File: src/rtl/byte_feed_fifo.sv
// byte_feed_fifo: first-word-fall-through byte FIFO feeding the serial/port
// consumer stage. Valid/ready on both sides, registered head byte, fill level
// and synchronous flush.
//
// Optional feature macro: BYTE_FEED_FIFO_PARITY_EN
//   When defined, each entry also stores the even parity (XOR reduction) of its
//   byte. The stored bit is presented on out_parity. A sticky parity_err flags
//   any checked push (in_parity_chk=1) whose in_parity bit disagrees with the
//   computed parity.
//
// Handshake: a transfer happens on a rising clk edge where valid && ready.
// in_ready is !full, decoded only from the registered level, so it does not
// depend on out_ready. The producer holds in_data while in_valid && !in_ready.
// The FIFO holds out_data while out_valid && !out_ready.
module byte_feed_fifo #(
    parameter int DEPTH  = 8,
    parameter int DATA_W = 8
) (
    input  logic                       clk,
    input  logic                       rst,
    input  logic                       flush,
    input  logic [DATA_W-1:0]          in_data,
    input  logic                       in_valid,
    output logic                       in_ready,
    output logic [DATA_W-1:0]          out_data,
    output logic                       out_valid,
    input  logic                       out_ready,
`ifdef BYTE_FEED_FIFO_PARITY_EN
    output logic                       out_parity,
    input  logic                       in_parity_chk,
    input  logic                       in_parity,
    output logic                       parity_err,
`endif
    output logic [$clog2(DEPTH+1)-1:0] level
);

    localparam int PW = $clog2(DEPTH);
    localparam int LW = $clog2(DEPTH+1);
`ifdef BYTE_FEED_FIFO_PARITY_EN
    localparam int EW = DATA_W + 1;
`else
    localparam int EW = DATA_W;
`endif

    logic [EW-1:0] mem [DEPTH];
    logic [PW-1:0] wr_ptr;
    logic [PW-1:0] rd_ptr;
    logic [LW-1:0] level_q;
    logic [EW-1:0] head_q;
    logic [EW-1:0] head_d;
    logic [EW-1:0] entry_in;
    logic          push;
    logic          pop;

    // The entry written at push time; parity travels with the byte.
`ifdef BYTE_FEED_FIFO_PARITY_EN
    assign entry_in = {^in_data, in_data};
`else
    assign entry_in = in_data;
`endif

    assign in_ready  = (level_q != LW'(DEPTH));
    assign out_valid = (level_q != '0);
    assign push      = in_valid && in_ready;
    assign pop       = out_valid && out_ready;
    assign level     = level_q;
    assign out_data  = head_q[DATA_W-1:0];
`ifdef BYTE_FEED_FIFO_PARITY_EN
    assign out_parity = head_q[DATA_W];
`endif

    // Storage array: written on an accepted push, never reset.
    always_ff @(posedge clk) begin
        if (push && !flush) begin
            mem[wr_ptr] <= entry_in;
        end
    end

    // Next head register: after a pop it is the following stored entry, or the
    // byte being pushed in the same cycle when that is the only one left.
    // Pushing into an empty FIFO loads the head directly (latency 1). When the
    // FIFO drains, the head keeps its last value.
    always_comb begin
        head_d = head_q;
        if (!flush) begin
            if (pop) begin
                if (level_q >= LW'(2)) begin
                    head_d = mem[rd_ptr + PW'(1)];
                end else if (push) begin
                    head_d = entry_in;
                end
            end else if (push && (level_q == '0)) begin
                head_d = entry_in;
            end
        end
    end

    // Pointers, level and head register; flush overrides push and pop.
    always_ff @(posedge clk or negedge rst) begin
        if (!rst) begin
            wr_ptr  <= '0;
            rd_ptr  <= '0;
            level_q <= '0;
            head_q  <= '0;
        end else if (flush) begin
            wr_ptr  <= '0;
            rd_ptr  <= '0;
            level_q <= '0;
        end else begin
            head_q <= head_d;
            if (push) begin
                wr_ptr <= wr_ptr + PW'(1);
            end
            if (pop) begin
                rd_ptr <= rd_ptr + PW'(1);
            end
            case ({push, pop})
                2'b10:   level_q <= level_q + LW'(1);
                2'b01:   level_q <= level_q - LW'(1);
                default: level_q <= level_q;
            endcase
        end
    end

`ifdef BYTE_FEED_FIFO_PARITY_EN
    // Sticky parity error, cleared only by reset or flush.
    always_ff @(posedge clk or negedge rst) begin
        if (!rst) begin
            parity_err <= 1'b0;
        end else if (flush) begin
            parity_err <= 1'b0;
        end else if (push && in_parity_chk && (in_parity != ^in_data)) begin
            parity_err <= 1'b1;
        end
    end
`endif

endmodule

File: config.mk
export PLATFORM = sky130hd
export DESIGN_NAME = byte_feed_fifo
export DESIGN_NICKNAME = d
export VERILOG_FILES = /design/src/rtl/byte_feed_fifo.sv
export SDC_FILE = /design/constraint.sdc
export NUM_CORES = 1
export LEC_CHECK = 0
export CORE_ASPECT_RATIO = 0.5
export CORE_MARGIN = 8
export CORE_UTILIZATION = 50
export CTS_CLUSTER_SIZE = 12
export DETAILED_ROUTE_END_ITERATION = 10
export PLACE_DENSITY = 0.73
export SLEW_MARGIN = 40
export SYNTH_ARGS = -nofsm -noshare
export SYNTH_HDL_FRONTEND = slang
export SYNTH_SLANG_ARGS = --single-unit
export TNS_END_PERCENT = 100
File: constraint.sdc
create_clock -name clk -period 5.8 [get_ports clk]
set_input_delay 1.16 -clock clk [delete_from_list [all_inputs] [get_ports clk]]
set_output_delay 1.16 -clock clk [all_outputs]
set_load 0.01 [all_outputs]
==> results_dict.tcl <==
set metrics [dict create \
    outcome "completed" \
    totalWireLength_um 6824 \
    final_common_cell "sky130_fd_sc_hd__edfxtp_1" \
    dp_worst_setup_slack_ns 2.003 \
    cts.repair.resized 0 \
    top_library_cells_by_usage_in_the_layout_fill_and_taps_aside "sky130_fd_sc_hd__edfxtp_1 (64), sky130_fd_sc_hd__nand2_1 (28), sky130_fd_sc_hd__clkdlybuf4s50_1 (25), sky130_fd_sc_hd__dfrtp_1 (17), sky130_fd_sc_hd__mux4_2 (16)" \
    global_route.usage.total_pct 14.98 \
    swShare_pct 30.73 \
    finalSetupViolCount 0 \
    layout-drive-gt1-share_pct 19.92 \
    ys_seq_elements 82 \
    holdBufCountCts 0 \
    hp-start "out_data[6]$_DFFE_PN0P_" \
    seq_area_frac_synth_pct 68.40 \
    floorplan.die.height_um 74.89 \
    grt_start_max_net_pins 19 \
    min_path_type "reg -> reg" \
    via_count_of_the_first_global_routing_pass 1994 \
    slowest_cell_on_crit_path "sky130_fd_sc_hd__clkdlybuf4s50_1" \
    final.setup_skew_ns 0.004227 \
    worst_hold_path.num_cells 2 \
    drc 0 \
    pwr-share-seq_pct 40.3 \
    rr_startpoint "level[3]$_DFFE_PN0P_" \
    syn-cell-area_um2 3468 \
    cts.sink_count 82 \
    layout_min_cycle_time_ns 3.468 \
    setup-tns-final_ns 0 \
    crit_path_max_incr_delay_ns 0.64 \
    detailedRoute.firstIterationViolations 181 \
    synth_warnings 0 \
    global_route_wire_length_before_repair_um 11150 \
    postLayoutCoreUtil_pct 61.25 \
    rsz0062_at_grt "no" \
    tritoncts "yes" \
    max_slew.worst_pin.slew_ns 0.8452 \
    cp.buffers_inverters 1 \
    drtPass1Iterations 4 \
    fin_ws_ns 2.332 \
    yosysUniqueCellTypes 35 \
    dp.cells 332 \
    worst_path_most_repeated_cell "sky130_fd_sc_hd__a21oi_1" \
    power.net_switching_uw 587.7 \
    floorplan.initialDensity_pct 51.76 \
    ctsRootBufferMaster "sky130_fd_sc_hd__clkbuf_16" \
    internal-power_uw 1324 \
    postSynthNetCount 240 \
    critical_path_required_ns 6.02 \
    clk_transition_reported_paths_ns 0.06 \
    worstSetupPathType "in -> reg" \
    power_frac_clock_pct 30.0 \
    wl_per_cell_um 19.61 \
    worst-r2r-setup-slack_ns 2.96 \
    maxSlewViolCount 0 \
    post_dp_hpwl_um 4423 \
    htree_levels 3 \
    num_antenna_cells 0 \
    initial_antenna_violation_count 0 \
    top_level_ports 27 \
    buffer_levels_on_the_longest_clock_path 2 \
    fp-row-count 21 \
    maxClockFrequency_ghz 0.2883 \
    crit_path_end_kind "flop" \
    post_synth_inst_count 223 \
    total_power_uw 1912 \
    core-area_um2 6700 \
    detail-route-antenna-nets 0 \
    clock_insertion_delay_worst_skew_ns 0.34 \
    die-area_um2 10020 \
    via_per_inst 5.612 \
    grt.overflow.total 0 \
    p_leak_uw 0.001432 \
    place.port_buffers 26 \
    power.share.combinational_pct 29.7 \
    timing.critical_path.arrival_ns 3.69 \
    hold_path_end "out_data[6]$_DFFE_PN0P_" \
    crit_fanout 9 \
    reg2regPathDepth 8 \
    final_net_count 268 \
    numCtsBuffers 9 \
    vias 1953 \
    p_per_area_nw_per_um2 465.9 \
    timing.final.hold_violations 0 \
    postCtsSetupRepairBufs 0 \
    timing.final.crit_share_pct 59.80 \
    place.gp.congestion 0.7913 \
    drv.max_cap_violation_count 0 \
    critPathTopFamily "compound AO/OA/AOI/OAI gates" \
    layout-area-overhead-vs-synth_pct 18.33 \
    synth.avg_cell_area_um2 15.55 \
    timing.critical_path.cells "clkdlybuf4s50_1, o41ai_1, a21oi_1, ha_1, and4b_1, a211o_2, mux2i_1, a21oi_1, a31o_2" \
    largest_voltage_drop_on_the_vdd_net_mv 0.2066 \
    r2r_end "level[3]$_DFFE_PN0P_" \
    count_of_placed_standard_cells_in_the_final_layout_fillers_left_out 348 \
    start_kind "primary input" \
    dieWidth_um 133.8 \
    slew-limit-headroom_pct 43.25 \
]
-- through the flow --
stage | area [um2] | hold WS, ns
finish | 4104 | 0.4854
global route | 4104 | 0.5159
CTS | 4106 | 0.4902
detailed placement | 3805 | 0.4764
global placement | 3786 | 0.4671
floorplan | 3468 | 0.5061
-- cells in the mapped netlist --
cell type | count | area (um2)
sky130_fd_sc_hd__nor3_1 | 3 | 15.01
sky130_fd_sc_hd__xor2_1 | 6 | 52.55
sky130_fd_sc_hd__or2_4 | 1 | 8.760
sky130_fd_sc_hd__or4b_2 | 1 | 10.01
sky130_fd_sc_hd__dlygate4sd1_1 | 1 | 8.760
sky130_fd_sc_hd__buf_4 | 1 | 7.510
sky130_fd_sc_hd__ha_1 | 4 | 50.05
sky130_fd_sc_hd__and4b_1 | 1 | 10.01
sky130_fd_sc_hd__dfrtp_1 | 18 | 450.4
sky130_fd_sc_hd__or3_1 | 1 | 6.260
sky130_fd_sc_hd__inv_1 | 2 | 7.510
sky130_fd_sc_hd__o21ai_1 | 6 | 30.03
sky130_fd_sc_hd__a31o_2 | 1 | 8.760
sky130_fd_sc_hd__or3_4 | 1 | 11.26
sky130_fd_sc_hd__clkbuf_1 | 3 | 11.26
sky130_fd_sc_hd__mux2_2 | 1 | 11.26
sky130_fd_sc_hd__a31oi_1 | 3 | 18.77
sky130_fd_sc_hd__o21ai_0 | 8 | 40.04
sky130_fd_sc_hd__nand2_1 | 28 | 105.1
sky130_fd_sc_hd__nor2_1 | 16 | 60.06
sky130_fd_sc_hd__edfxtp_1 | 64 | 1922
sky130_fd_sc_hd__nand3_1 | 12 | 60.06
sky130_fd_sc_hd__o22ai_1 | 1 | 6.260
sky130_fd_sc_hd__a211o_2 | 1 | 10.01
sky130_fd_sc_hd__o41ai_1 | 1 | 8.760
sky130_fd_sc_hd__nand2_2 | 1 | 6.260
sky130_fd_sc_hd__buf_2 | 3 | 15.01
sky130_fd_sc_hd__buf_6 | 2 | 22.52
sky130_fd_sc_hd__a221o_4 | 1 | 21.27
sky130_fd_sc_hd__xnor2_1 | 3 | 26.28
sky130_fd_sc_hd__mux2i_1 | 3 | 30.03
sky130_fd_sc_hd__mux4_2 | 16 | 360.4
sky130_fd_sc_hd__nand2b_1 | 3 | 18.77
sky130_fd_sc_hd__o21ai_2 | 2 | 17.52
sky130_fd_sc_hd__a21oi_1 | 4 | 20.02
-- registers in the layout (all words and copies together), names as in the netlist --
signal / flops
rd_ptr: 3
mem: 64
level: 4
wr_ptr: 3
out_data: 8
-- cell type report --
type	instances	area (um2)
sequential	82	2374
inverter	2	7.507
tap	92	115.1
multi-input combinational	129	1044
clock buffer	10	229.0
timing repair buffer	27	262.8
fill	483	2596
clock inverter	6	72.57
-- power groups by stage --
stage | registers, uW | logic [uW] | clock network, uW
after global routing | 785 | 622 | 609
after CTS | 772 | 572 | 582
after detailed placement | 784 | 568 | 0
final | 771 | 567 | 574
after floorplan | 766 | 388 | 0
after global placement | 780 | 557 | 0
-- worst max-delay path by stage --
stage	depth (start not counted)	slack (ns)	to	start
floorplan	9	2.74	level[3]$_DFFE_PN0P_	out_ready
global placement	9	2.14	level[3]$_DFFE_PN0P_	out_ready
detailed placement	9	2.00	level[3]$_DFFE_PN0P_	out_ready
CTS	9	2.36	level[3]$_DFFE_PN0P_	out_ready
global route	9	2.20	level[3]$_DFFE_PN0P_	out_ready
finish	9	2.33	level[3]$_DFFE_PN0P_	out_ready
-- worst register-to-register path, stage by stage (launching register included) --
cell and delay (ns):
sky130_fd_sc_hd__dfrtp_1 0.48, sky130_fd_sc_hd__o41ai_1 0.66, sky130_fd_sc_hd__a21oi_1 0.21, sky130_fd_sc_hd__ha_1 0.38
sky130_fd_sc_hd__and4b_1 0.19, sky130_fd_sc_hd__a211o_2 0.31, sky130_fd_sc_hd__mux2i_1 0.19, sky130_fd_sc_hd__a21oi_1 0.09
sky130_fd_sc_hd__a31o_2 0.24
-- cell families after synthesis --
kind of cell    share of synthesized area [%]
xor+xnor                                2.273
buf+inv                                 2.092
compound gates                          5.231
fa+ha+maj                               1.443
flops                                   68.40
simple gates                            8.983
mux                                     11.58
-- per-layer routing --
layer,vias to the layer above,GRT usage [%],part of all wire (%)
met1,964,19.94,47
li1,905,-,-
met2,72,21.74,43
met4,0,8.631,2.5
met5,-,0,0
met3,12,4.461,7.0
Note: power is estimated with default switching activity, not from simulation.
==> RTL change: new RTL, config.mk and constraints unchanged <==
The parameter `DATA_W` goes from 8 to 10.
--- a/src/rtl/byte_feed_fifo.sv
+++ b/src/rtl/byte_feed_fifo.sv
@@ -14,7 +14,7 @@
 // The FIFO holds out_data while out_valid && !out_ready.
 module byte_feed_fifo #(
     parameter int DEPTH  = 8,
-    parameter int DATA_W = 8
+    parameter int DATA_W = 10
 ) (
     input  logic                       clk,
     input  logic                       rst,
Ports: changed (resized in_data and out_data); port bits go from 27 to 31. The function was not compared with the original's and may differ.
==> RTL change against the original RTL <==
  * Total power is 20% higher
  * Cell area is 20% higher
  * Routed wire length up 28%
  * Via count grew 21%
  * Sequential cell count increased by 18
  * Count of clock-buffer cells in the layout unchanged
  * Die area rose by 17%
  * Synthesized area increased by 21%
  * Synthesized cell count grew 18%
  * Setup slack better by 190 ps
  * Critical path type is now reg -> out
  * Largest cell class unchanged
==> RTL change: results (changes against the original RTL) <==
For the number of distinct library cells after synthesis, the log shows 36 (was 35). The net count after synthesis is 283 (was 240). For the number of buffers inserted during clock tree synthesis, the log shows 9 (unchanged). The initial antenna violation count is 0 (unchanged), and the setup slack on the worst flop-to-flop path is 3360 ps (was 2960 ps). Family of cells with the greatest summed delay on the critical path: simple AND/OR/NAND/NOR gates (was compound AO/OA/AOI/OAI gates). The static power due to leakage came out at 1.68 nW (was 1.43 nW). The sequential share of the synthesized area is 69.4% (was 68.4%).

The slew at the pin with the worst max-slew slack came out at 824 ps (was 845 ps). The wire length after detailed routing came out at 8720 um (was 6820 um). The final-layout worst hold slack was 487 ps (was 485 ps); the iteration-0 DRC count of the detailed router was 159 (was 181). The number of enable-type register cells in the synthesized netlist came out at 80 (was 64). The share of post-route cells with drive strength above 1 is 18.6% (was 19.9%). The sum of net half-perimeters after detailed placement is 5710 um (was 4420 um), and the count of buffers inserted at the top-level ports is 30 (was 26).

For the layout filler cell count, the log shows 595 (was 483). The run finished with clean final reports. The share of synthesized registers carrying an async set or reset is 20.0% (was 22.0%), and the number of buffers added to fix hold violations after cts is 0 (unchanged).

The run gives 0 (unchanged) as the number of buffers inserted to repair setup after CTS. The critical path's slowest cell was or4b_2 (was clkdlybuf4s50_1). The number of nets in the layout is 315 (was 268).

The top fanout value on the critical path was 8 (was 9); the maximum buffer depth of the clock tree was 2 (unchanged). The final worst clock skew came out at 8.89 ps (was 4.23 ps). Maximum number of pins on one net before global-route repair: 23 (was 19). Flip-flop count of the largest register after layout: 80 (was 64).

Leading cell types by count after synthesis: 80 x edfxtp_1, 35 x nand2_1, 22 x o21ai_0 (was 64 x edfxtp_1, 28 x nand2_1, 18 x dfrtp_1). The tools report the total via count in the routed design as 2363 (was 1953). The maximum resistive drop on vdd is 0.000190 V (was 0.000207 V), and the maximum single-stage delay on the critical path is 770 ps (was 640 ps). The logs give 2120 ps (was 3690 ps) for the worst endpoint data arrival time and 3 (unchanged) for the CTS H-tree depth. The total net switching power is 0.000725 W (was 0.000588 W). The run gives 13400 um (was 11200 um) as the wire length of the first global-routing pass. The number of global-route vias before repair was 2333 (was 1994).

The number of warnings issued by yosys was 0 (unchanged); the last weighted congestion value of the routability-driven placer was 0.812 (was 0.791). Detailed-router iteration count before antenna repair: 6 (was 4). Number of instances resized during post-cts repair: 0 (unchanged).

The global router's overall resource usage came out at 15.5% (was 15.0%). The root buffer selected by CTS was clkbuf_16 (unchanged). Biggest area contributors in the synthesized netlist: edfxtp_1 57%, dfrtp_1 12%, mux4_2 11% (was edfxtp_1 55%, dfrtp_1 13%, mux4_2 10%). The commonest register cell after synthesis was edfxtp_1 (unchanged). The register bank with the most flops is mem (unchanged). After clock tree synthesis, the clock-pin slew on the worst setup and hold paths is 70 ps.
## RTL change: path summary, 6_finish.rpt
kind	cells past startpoint	to	startpoint
min in group asynchronous	1	out_data[4]$_DFFE_PN0P_	rst
setup reg to reg	4	mem[4][7]$_DFFE_PP_	level[1]$_DFFE_PN0P_
max in group asynchronous	1	level[1]$_DFFE_PN0P_	rst
hold / removal	2	out_data[2]$_DFFE_PN0P_	out_data[2]$_DFFE_PN0P_
setup / recovery	2	in_ready	level[2]$_DFFE_PN0P_
hold reg to reg	2	out_data[2]$_DFFE_PN0P_	out_data[2]$_DFFE_PN0P_
## RTL change: area by class of cell
cell class / count / area [sq um] / share of cell area [%]
clock buffer: 10 / 229 / 4.65
inverter: 2 / 7.51 / 0.153
timing repair buffer: 34 / 325 / 6.61
multi-input combinational: 149 / 1230 / 25.1
tap: 112 / 140 / 2.85
sequential: 100 / 2900 / 59.0
clock inverter: 6 / 82.6 / 1.68
## RTL change: cell families (layout without fill, tap and decap cells)
logic type               Yosys count  in the layout  share of synthesized area [%]
AO/OA/AOI/OAI                     32             32                           5.38
XOR/XNOR                           9              9                           1.88
adder cells (fa/ha/maj)            4              4                           1.20
buffers and inverters             15             52                           1.79
flip-flops                       100            100                           69.4
multiplexers                      24             24                           11.9
AND/OR/NAND/NOR                   80             80                           8.49
## RTL change: worst register-to-register path: stages, from the launching register on
cell and delay [ps]:
dfrtp_1 570, or4b_2 250, nand2_1 120, or3_1 460, nor2_1 670
## RTL change: through the flow
| step | total power (W) | setup slack (ps) | std cells | cell area (sq um) |
|---|---|---|---|---|
| 6_report | 0.00229 | 2520 | 413 | 4920 |
| 5_1_grt | 0.00241 | 2460 | 413 | 4920 |
| 4_1_cts | 0.00231 | 2510 | 413 | 4900 |
| 3_5_place_dp | 0.00169 | 2190 | 397 | 4590 |
| 3_3_place_gp | 0.00167 | 2270 | 397 | 4590 |
| 2_1_floorplan | 0.00144 | 2810 | 264 | 4180 |
## RTL change: power groups by stage
stage / Clock (W) / Combinational (W) / Sequential (W)
floorplan: 0 / 0.000513 / 0.000932
global placement: 0 / 0.000748 / 0.000927
detailed placement: 0 / 0.000764 / 0.000930
CTS: 0.000621 / 0.000773 / 0.000915
global route: 0.000646 / 0.000837 / 0.000926
finish: 0.000611 / 0.000768 / 0.000916
## RTL change: layer usage
metal / track usage (%) / up-vias / wire length (um) / share of wire [%]
met2: 24.7 / 82 / 4120 / 47
li1: - / 1056 / - / -
met3: 4.09 / 12 / 607 / 7.0
met4: 5.56 / 0 / 124 / 1.4
met1: 20.5 / 1213 / 3870 / 44
met5: 0 / - / 0 / 0
